==> src/rtl/uart_arb_pkg.sv <==
// Shared types and constants for the UART transmit arbiter: FSM state encoding,
// requester sizing limits and small index helpers.
package uart_arb_pkg;

  localparam int MAX_REQ = 4;
  localparam int IDX_W   = 2;
  localparam int CNT_W   = 26;

  typedef enum logic [2:0] {
    IDLE    = 3'd0,
    LOAD    = 3'd1,
    START   = 3'd2,
    WAIT_HI = 3'd3,
    WAIT_LO = 3'd4,
    HOLD    = 3'd5
  } arb_state_e;

  function automatic logic [MAX_REQ-1:0] idx_onehot(input logic [IDX_W-1:0] idx);
    return MAX_REQ'(1) << idx;
  endfunction

  // Round-robin successor of idx among num requesters.
  function automatic logic [IDX_W-1:0] next_idx(input logic [IDX_W-1:0] idx, input int num);
    return IDX_W'((int'(idx) + 1) % num);
  endfunction

endpackage

==> src/rtl/uart_tx_arbiter_if.sv <==
// Byte-stream requester handshake plus UART transmitter strobe bundle.
// master = requesters and UART core side, slave = the arbiter.
interface uart_tx_arbiter_if #(
  parameter int NUM_REQ = 2
);
  logic [NUM_REQ-1:0]   req_valid;
  logic [8*NUM_REQ-1:0] req_data;
  logic [NUM_REQ-1:0]   req_last;
  logic [NUM_REQ-1:0]   req_ready;
  logic                 tx_busy;
  logic                 tx_start;
  logic [7:0]           tx_data;

  modport master (
    output req_valid, req_data, req_last, tx_busy,
    input  req_ready, tx_start, tx_data
  );

  modport slave (
    input  req_valid, req_data, req_last, tx_busy,
    output req_ready, tx_start, tx_data
  );
endinterface

==> src/rtl/uart_tx_arbiter_rr_pick.sv <==
// Combinational round-robin picker: first set valid bit at or after ptr,
// searching upward with wrap-around.
module rr_pick
  import uart_arb_pkg::*;
#(
  parameter int NUM_REQ = 2
) (
  input  logic [NUM_REQ-1:0] valid,
  input  logic [IDX_W-1:0]   ptr,
  output logic [IDX_W-1:0]   idx,
  output logic               any
);

  logic [MAX_REQ-1:0] valid_pad;
  logic [IDX_W-1:0]   cand;

  assign valid_pad = MAX_REQ'(valid);

  // NOTE: every always_comb output gets a default before any branch, so no path
  // leaves a value unassigned and no latch is inferred.
  always_comb begin
    idx  = ptr;
    cand = ptr;
    any  = |valid;
    // Walk from the farthest offset down so the nearest set bit wins.
    for (int k = NUM_REQ - 1; k >= 0; k--) begin
      cand = IDX_W'((int'(ptr) + k) % NUM_REQ);
      if (valid_pad[cand]) idx = cand;
    end
  end

endmodule

==> src/rtl/uart_tx_arbiter.sv <==
// Round-robin, packet-granular arbiter sharing one UART transmitter between
// NUM_REQ byte streams. Optional HOLD timeout enabled by UART_ARB_TIMEOUT_EN.
module uart_tx_arbiter
  import uart_arb_pkg::*;
#(
  parameter int NUM_REQ        = 2,
  parameter int TIMEOUT_CYCLES = 50000000
) (
  input  logic               clock,
  input  logic               reset,
  uart_tx_arbiter_if.slave   bus,
  output logic               grant_valid,
  output logic [IDX_W-1:0]   grant_id,
  output logic               timeout_pulse
);

  if (NUM_REQ < 2 || NUM_REQ > MAX_REQ) begin : g_bad_num_req
    $error("uart_tx_arbiter: NUM_REQ must be 2..4");
  end
  if (TIMEOUT_CYCLES < 1 || TIMEOUT_CYCLES > (2 ** CNT_W)) begin : g_bad_timeout
    $error("uart_tx_arbiter: TIMEOUT_CYCLES out of counter range");
  end

  arb_state_e           state;
  logic [IDX_W-1:0]     rr_ptr;
  logic [IDX_W-1:0]     pick_idx;
  logic                 pick_any;
  logic [7:0]           data_q;
  logic                 last_q;
  logic [NUM_REQ-1:0]   ready_q;
  logic                 start_q;

  // Zero-padded views so a 2-bit grant index can address any legal NUM_REQ.
  logic [MAX_REQ-1:0]   valid_pad;
  logic [MAX_REQ-1:0]   last_pad;
  logic [8*MAX_REQ-1:0] data_pad;

  assign valid_pad = MAX_REQ'(bus.req_valid);
  assign last_pad  = MAX_REQ'(bus.req_last);
  assign data_pad  = (8*MAX_REQ)'(bus.req_data);

  assign bus.req_ready = ready_q;
  assign bus.tx_start  = start_q;
  assign bus.tx_data   = data_q;

  rr_pick #(.NUM_REQ(NUM_REQ)) u_pick (
    .valid (bus.req_valid),
    .ptr   (rr_ptr),
    .idx   (pick_idx),
    .any   (pick_any)
  );

`ifdef UART_ARB_TIMEOUT_EN
  localparam logic [CNT_W-1:0] TIMEOUT_LAST = CNT_W'(TIMEOUT_CYCLES - 1);

  logic [CNT_W-1:0] hold_cnt;
  logic             timeout_hit;

  assign timeout_hit = (state == HOLD) && (hold_cnt == TIMEOUT_LAST);

  always_ff @(posedge clock or posedge reset) begin
    if (reset) begin
      hold_cnt <= '0;
    end else if (state == HOLD && !timeout_hit) begin
      hold_cnt <= hold_cnt + 1'b1;
    end else begin
      hold_cnt <= '0;
    end
  end
`else
  assign timeout_pulse = 1'b0;
`endif

  // NOTE: sequential state uses non-blocking assignments only, so every flop
  // samples pre-edge values regardless of statement order.
  always_ff @(posedge clock or posedge reset) begin
    if (reset) begin
      state       <= IDLE;
      grant_valid <= 1'b0;
      grant_id    <= '0;
      rr_ptr      <= '0;
      ready_q     <= '0;
      start_q     <= 1'b0;
      data_q      <= '0;
      last_q      <= 1'b0;
`ifdef UART_ARB_TIMEOUT_EN
      timeout_pulse <= 1'b0;
`endif
    end else begin
      ready_q <= '0;
      start_q <= 1'b0;
`ifdef UART_ARB_TIMEOUT_EN
      timeout_pulse <= 1'b0;
`endif
      case (state)
        IDLE: begin
          if (pick_any) begin
            grant_id    <= pick_idx;
            grant_valid <= 1'b1;
            ready_q     <= NUM_REQ'(idx_onehot(pick_idx));
            state       <= LOAD;
          end
        end
        LOAD: begin
          data_q  <= data_pad[{grant_id, 3'b000} +: 8];
          last_q  <= last_pad[grant_id];
          start_q <= 1'b1;
          state   <= START;
        end
        START: state <= WAIT_HI;
        WAIT_HI: begin
          if (bus.tx_busy) state <= WAIT_LO;
        end
        WAIT_LO: begin
          if (!bus.tx_busy) begin
            if (last_q) begin
              grant_valid <= 1'b0;
              rr_ptr      <= next_idx(grant_id, NUM_REQ);
              state       <= IDLE;
            end else begin
              state <= HOLD;
            end
          end
        end
        HOLD: begin
          // Only the granted stream may continue; others wait for release.
          if (valid_pad[grant_id]) begin
            ready_q <= NUM_REQ'(idx_onehot(grant_id));
            state   <= LOAD;
          end
`ifdef UART_ARB_TIMEOUT_EN
          else if (timeout_hit) begin
            timeout_pulse <= 1'b1;
            grant_valid   <= 1'b0;
            rr_ptr        <= next_idx(grant_id, NUM_REQ);
            state         <= IDLE;
          end
`endif
        end
        default: state <= IDLE;
      endcase
    end
  end

endmodule

==> src/flat_wrapper.sv <==
// flat-port wrapper written by rule: the top's interface ports become plain ports
module uart_tx_arbiter_flat import uart_arb_pkg::*;
#(
  parameter int NUM_REQ        = 2,
  parameter int TIMEOUT_CYCLES = 50000000
)
  (clock, reset, grant_valid, grant_id, timeout_pulse, bus_req_valid, bus_req_data, bus_req_last, bus_tx_busy, bus_req_ready, bus_tx_start, bus_tx_data);
  uart_tx_arbiter_if #(.NUM_REQ(NUM_REQ)) bus_i ();
  input  logic clock;
  input  logic reset;
  output logic grant_valid;
  output logic [IDX_W-1:0] grant_id;
  output logic timeout_pulse;
  input wire logic [$bits(bus_i.req_valid)-1:0] bus_req_valid;
  input wire logic [$bits(bus_i.req_data)-1:0] bus_req_data;
  input wire logic [$bits(bus_i.req_last)-1:0] bus_req_last;
  input wire logic [$bits(bus_i.tx_busy)-1:0] bus_tx_busy;
  output wire logic [$bits(bus_i.req_ready)-1:0] bus_req_ready;
  output wire logic [$bits(bus_i.tx_start)-1:0] bus_tx_start;
  output wire logic [$bits(bus_i.tx_data)-1:0] bus_tx_data;
  assign bus_i.req_valid = bus_req_valid;
  assign bus_i.req_data = bus_req_data;
  assign bus_i.req_last = bus_req_last;
  assign bus_i.tx_busy = bus_tx_busy;
  assign bus_req_ready = bus_i.req_ready;
  assign bus_tx_start = bus_i.tx_start;
  assign bus_tx_data = bus_i.tx_data;
  uart_tx_arbiter #(.NUM_REQ(NUM_REQ), .TIMEOUT_CYCLES(TIMEOUT_CYCLES)) u_core (.clock(clock), .reset(reset), .bus(bus_i), .grant_valid(grant_valid), .grant_id(grant_id), .timeout_pulse(timeout_pulse));
endmodule
==> config.mk <==
export PLATFORM = sky130hd
export DESIGN_NAME = uart_tx_arbiter_flat
export DESIGN_NICKNAME = d
export VERILOG_FILES = /design/src/rtl/uart_arb_pkg.sv /design/src/rtl/uart_tx_arbiter_if.sv /design/src/rtl/uart_tx_arbiter_rr_pick.sv /design/src/rtl/uart_tx_arbiter.sv /design/src/flat_wrapper.sv
export SDC_FILE = /design/constraint.sdc
export NUM_CORES = 1
export LEC_CHECK = 0
export CAP_MARGIN = 15
export CORE_MARGIN = 4
export CORE_UTILIZATION = 41
export CTS_CLUSTER_SIZE = 10
export DETAILED_ROUTE_END_ITERATION = 10
export PLACE_DENSITY = 0.82
export SYNTH_ARGS = -nofsm -noshare
export SYNTH_HDL_FRONTEND = slang
export SYNTH_SLANG_ARGS = --single-unit
export TNS_END_PERCENT = 100
==> constraint.sdc <==
create_clock -name clock -period 1.6 [get_ports clock]
set_input_delay 0.16 -clock clock [delete_from_list [all_inputs] [get_ports clock]]
set_output_delay 0.16 -clock clock [all_outputs]
set_load 0.01 [all_outputs]
==> flow_summary.toml <==
[drt]
vias = 767
drtPass1Iterations = 4
detail_route.wl_per_cell_um = 13.0
drt_drc_violations_left = 0
vias_per_cell = 4.95
drt-total-wl_mm = 2.02
final_antenna_net_count = 0
drt_iter0_drc = 12

[pwr]
leakagePower_nw = 0.578
power.switching_uw = 858
ir_drop_worst_case_vdd_uv = 967
share_seq_of_total_power_pct = 39.1
power_frac_comb_pct = 48.6
internal_power_mw = 1.41
switching_part_of_the_total_power_pct = 37.8
clkPwrFrac_pct = 12.3
p_per_area_mw_per_mm2 = 1750

[logic_synthesis]
yosysUniqueCellTypes = 27
synth-compound-area-share_pct = 14.5
synth.yosys.seq_area_share_pct = 49.2
synth-simple-area-share_pct = 16.0
synthesis.area_per_instance_um2 = 9.83
synth_ff_type = "dfrtp_1"
synthMuxAreaShare_pct = 10.9
post_synth_instance_area_um2 = 915
synthMostInstantiatedCell = "dfrtp_1"
syn_inst = 93
synth_fa_ha_area_share_pct = 0
synth_top_family_by_area = "simple AND/OR/NAND/NOR gates"
post_synthesis_share_of_cell_area_spent_on_xor_and_xnor_gates_pct = 0
synth_commonest_cells = "dfrtp_1 (18), a21oi_1 (14), nor2_1 (12)"
synth.yosys.warnings = 0
postSynthRegisterBits = 18
synth_top_area_share_pct = 49.2
synth_top_cells_by_area = "dfrtp_1 (49%), mux2i_1 (11%), a21oi_1 (7.7%), nor2_1 (4.9%), buf_4 (3.3%)"
synth_top_cell_by_area = "dfrtp_1"
synth-edff-count = 0
postSynth.asyncResetShare_pct = 100

[clocking]
postCtsSetupRepairBufs = 0
max-clock-path-buffers = 2
cts_num_sinks = 18
cts-root-buf = "clkbuf_4"
number_of_clock_buffers_inserted_by_tritoncts = 3
clk_pin_slew_worst_paths_ps = 100
cts_resized = 0
cts_hold_repair.buffers = 0
htreeDepth = 1
clk_latency_ps = 290
clock_tree_from_tritoncts = "yes"

[grt]
grt_pass1_vias = 803
grt_max_degree = 20
globalRouteTotalUtil_pct = 14.2
grt_pass1_wl_mm = 3.46
globalRouteOverflowTotal = 0
grt_antenna_before_repair = 0

[setup_path]
crit_fanout = 3
critical_path.max_stage_delay_ps = 550
critPathBufInv = 1
cp.required_ps = 1440
cp-end-kind = "output port"
setup.worst_path.start_class = "flop"
timing_worst_setup_path_type = "reg2out"
crit_path_cell_trace = "clkdlybuf4s50_1"
critPathSlowestCell = "clkdlybuf4s50_1"
cpLargestDelayFamily = "buffers and inverters"
cp.arrival_ps = 1240

[timing]
worst_hold_slack_ps = 163
final_hold_violations = 0
finalCritPeriodShare_pct = 87.7
max_clock_freq_ghz = 0.713
slew_viol_final = 0
grt_setup_unrepaired = "no"
timing.final.crit_period_ps = 1400
finalSetupViolations = 0
fin_setup_tns_ps = 0
finalClockSkew_ps = 6.14

[layout]
layout-area-overhead-vs-synth_pct = 42.0
drive_gt1_share_pct = 9.38
num-nets-final = 152
fillCellCount = 200
antenna_cells = 0

[placement]
gp_congestion = 0.727
port_buffers = 35
place_hpwl_mm = 1.56

[run]
maxCapViolCount = 0

[floorplan]
ios = 38
core-area_mm2 = 0.00204
number_of_rows_created_at_floorplan = 16
die_x_um = 55.2
initial_core_util_pct = 44.8
floorplan.die_area_mm2 = 0.00305
die_y_um = 55.2

[run_status]
outcome = "completed"

[worst_hold_path]
worstHoldPathType = "in2async"
[path summary, 6_finish.rpt]
path | from | end | slack (ps) | depth (start not counted)
worst max-delay path | u_core.grant_id[0] | grant_id[0] | 200 | 1
worst min-delay path | reset | u_core.state[2] | 160 | 3
worst max register to register | u_core.state[0] | u_core.bus.tx_data[1] | 310 | 4
worst min register to register | u_core.bus.tx_data[4] | u_core.bus.tx_data[4] | 540 | 2
max in group asynchronous | reset | u_core.bus.tx_data[7] | 1240 | 3
min in group clock | bus_req_data[5] | u_core.bus.tx_data[5] | 490 | 3
[worst register-to-register path, delay by kind of cell (launching register included)]
family	cells	cell delay, ps
AO/OA/AOI/OAI	1	120
flip-flops	1	560
buffers and inverters	1	240
AND/OR/NAND/NOR	2	300
[final cells by class]
type / instances / area (µm²) / area share, %
multi-input cells: 63 / 387 / 29.8
flip-flops and latches: 18 / 450 / 34.7
repair buffers: 38 / 373 / 28.7
well taps: 27 / 33.8 / 2.60
inverters: 5 / 18.8 / 1.45
clock buffers: 4 / 36.3 / 2.79
[cells in the final DEF (no fill, tap or decap), drive strengths merged]
cell type      instances
nand3                  1
nand2b                 1
or3                    1
conb                   2
mux2i                 10
a2bb2oi                1
inv                    5
and3                   2
a31oi                  2
nor2                  12
nor3b                  1
o2bb2ai                1
buf                    3
nor3                   3
o211ai                 2
dfrtp                 18
nand2                  4
nand4                  1
a21oi                 14
o21ai                  2
or2                    1
clkdlybuf4s50         35
and2b                  1
o31ai                  1
clkbuf                 4
[power by group through the flow]
stage / combinational [mW] / sequential, mW / clock [mW]
2_1_floorplan: 0.729 / 0.857 / 0
3_3_place_gp: 1.08 / 0.880 / 0
3_5_place_dp: 1.11 / 0.897 / 0
4_1_cts: 1.12 / 0.887 / 0.291
5_1_grt: 1.23 / 0.926 / 0.317
6_report: 1.10 / 0.887 / 0.279
[registers in the layout, indices dropped and copies added (netlist names)]
register	flops
u_core.last_q	1
u_core.bus.req_ready	2
u_core.grant_valid	1
u_core.grant_id	1
u_core.state	3
u_core.rr_ptr	1
u_core.bus.tx_data	8
u_core.bus.tx_start	1
[kinds of logic (layout without fill, tap and decap cells)]
family	after synthesis	in the layout
buf+inv	13	47
simple gates	28	28
other cells	1	2
mux	10	10
compound gates	23	23
flops	18	18
[stage by stage]
step | power, mW | worst slack (ps) | cells | utilization [%] | area (µm²)
after floorplan | 1.59 | 439 | 94 | - | 918
after global placement | 1.96 | 339 | 151 | 61.8 | 1260
after detailed placement | 2.01 | 306 | 151 | 61.8 | 1260
after CTS | 2.30 | 179 | 155 | 63.6 | 1300
after global routing | 2.47 | 118 | 155 | 63.6 | 1300
final | 2.27 | 197 | 155 | 63.6 | 1300
[metal layers]
layer,vias to the layer above,track usage [%],part of all wire (%)
met5,-,0,0
met3,2,5.59,9.3
met1,348,15.5,39
met4,0,5.21,0.79
li1,385,-,-
met2,32,24.7,51
No activity file was read; power rests on OpenSTA's default activity.
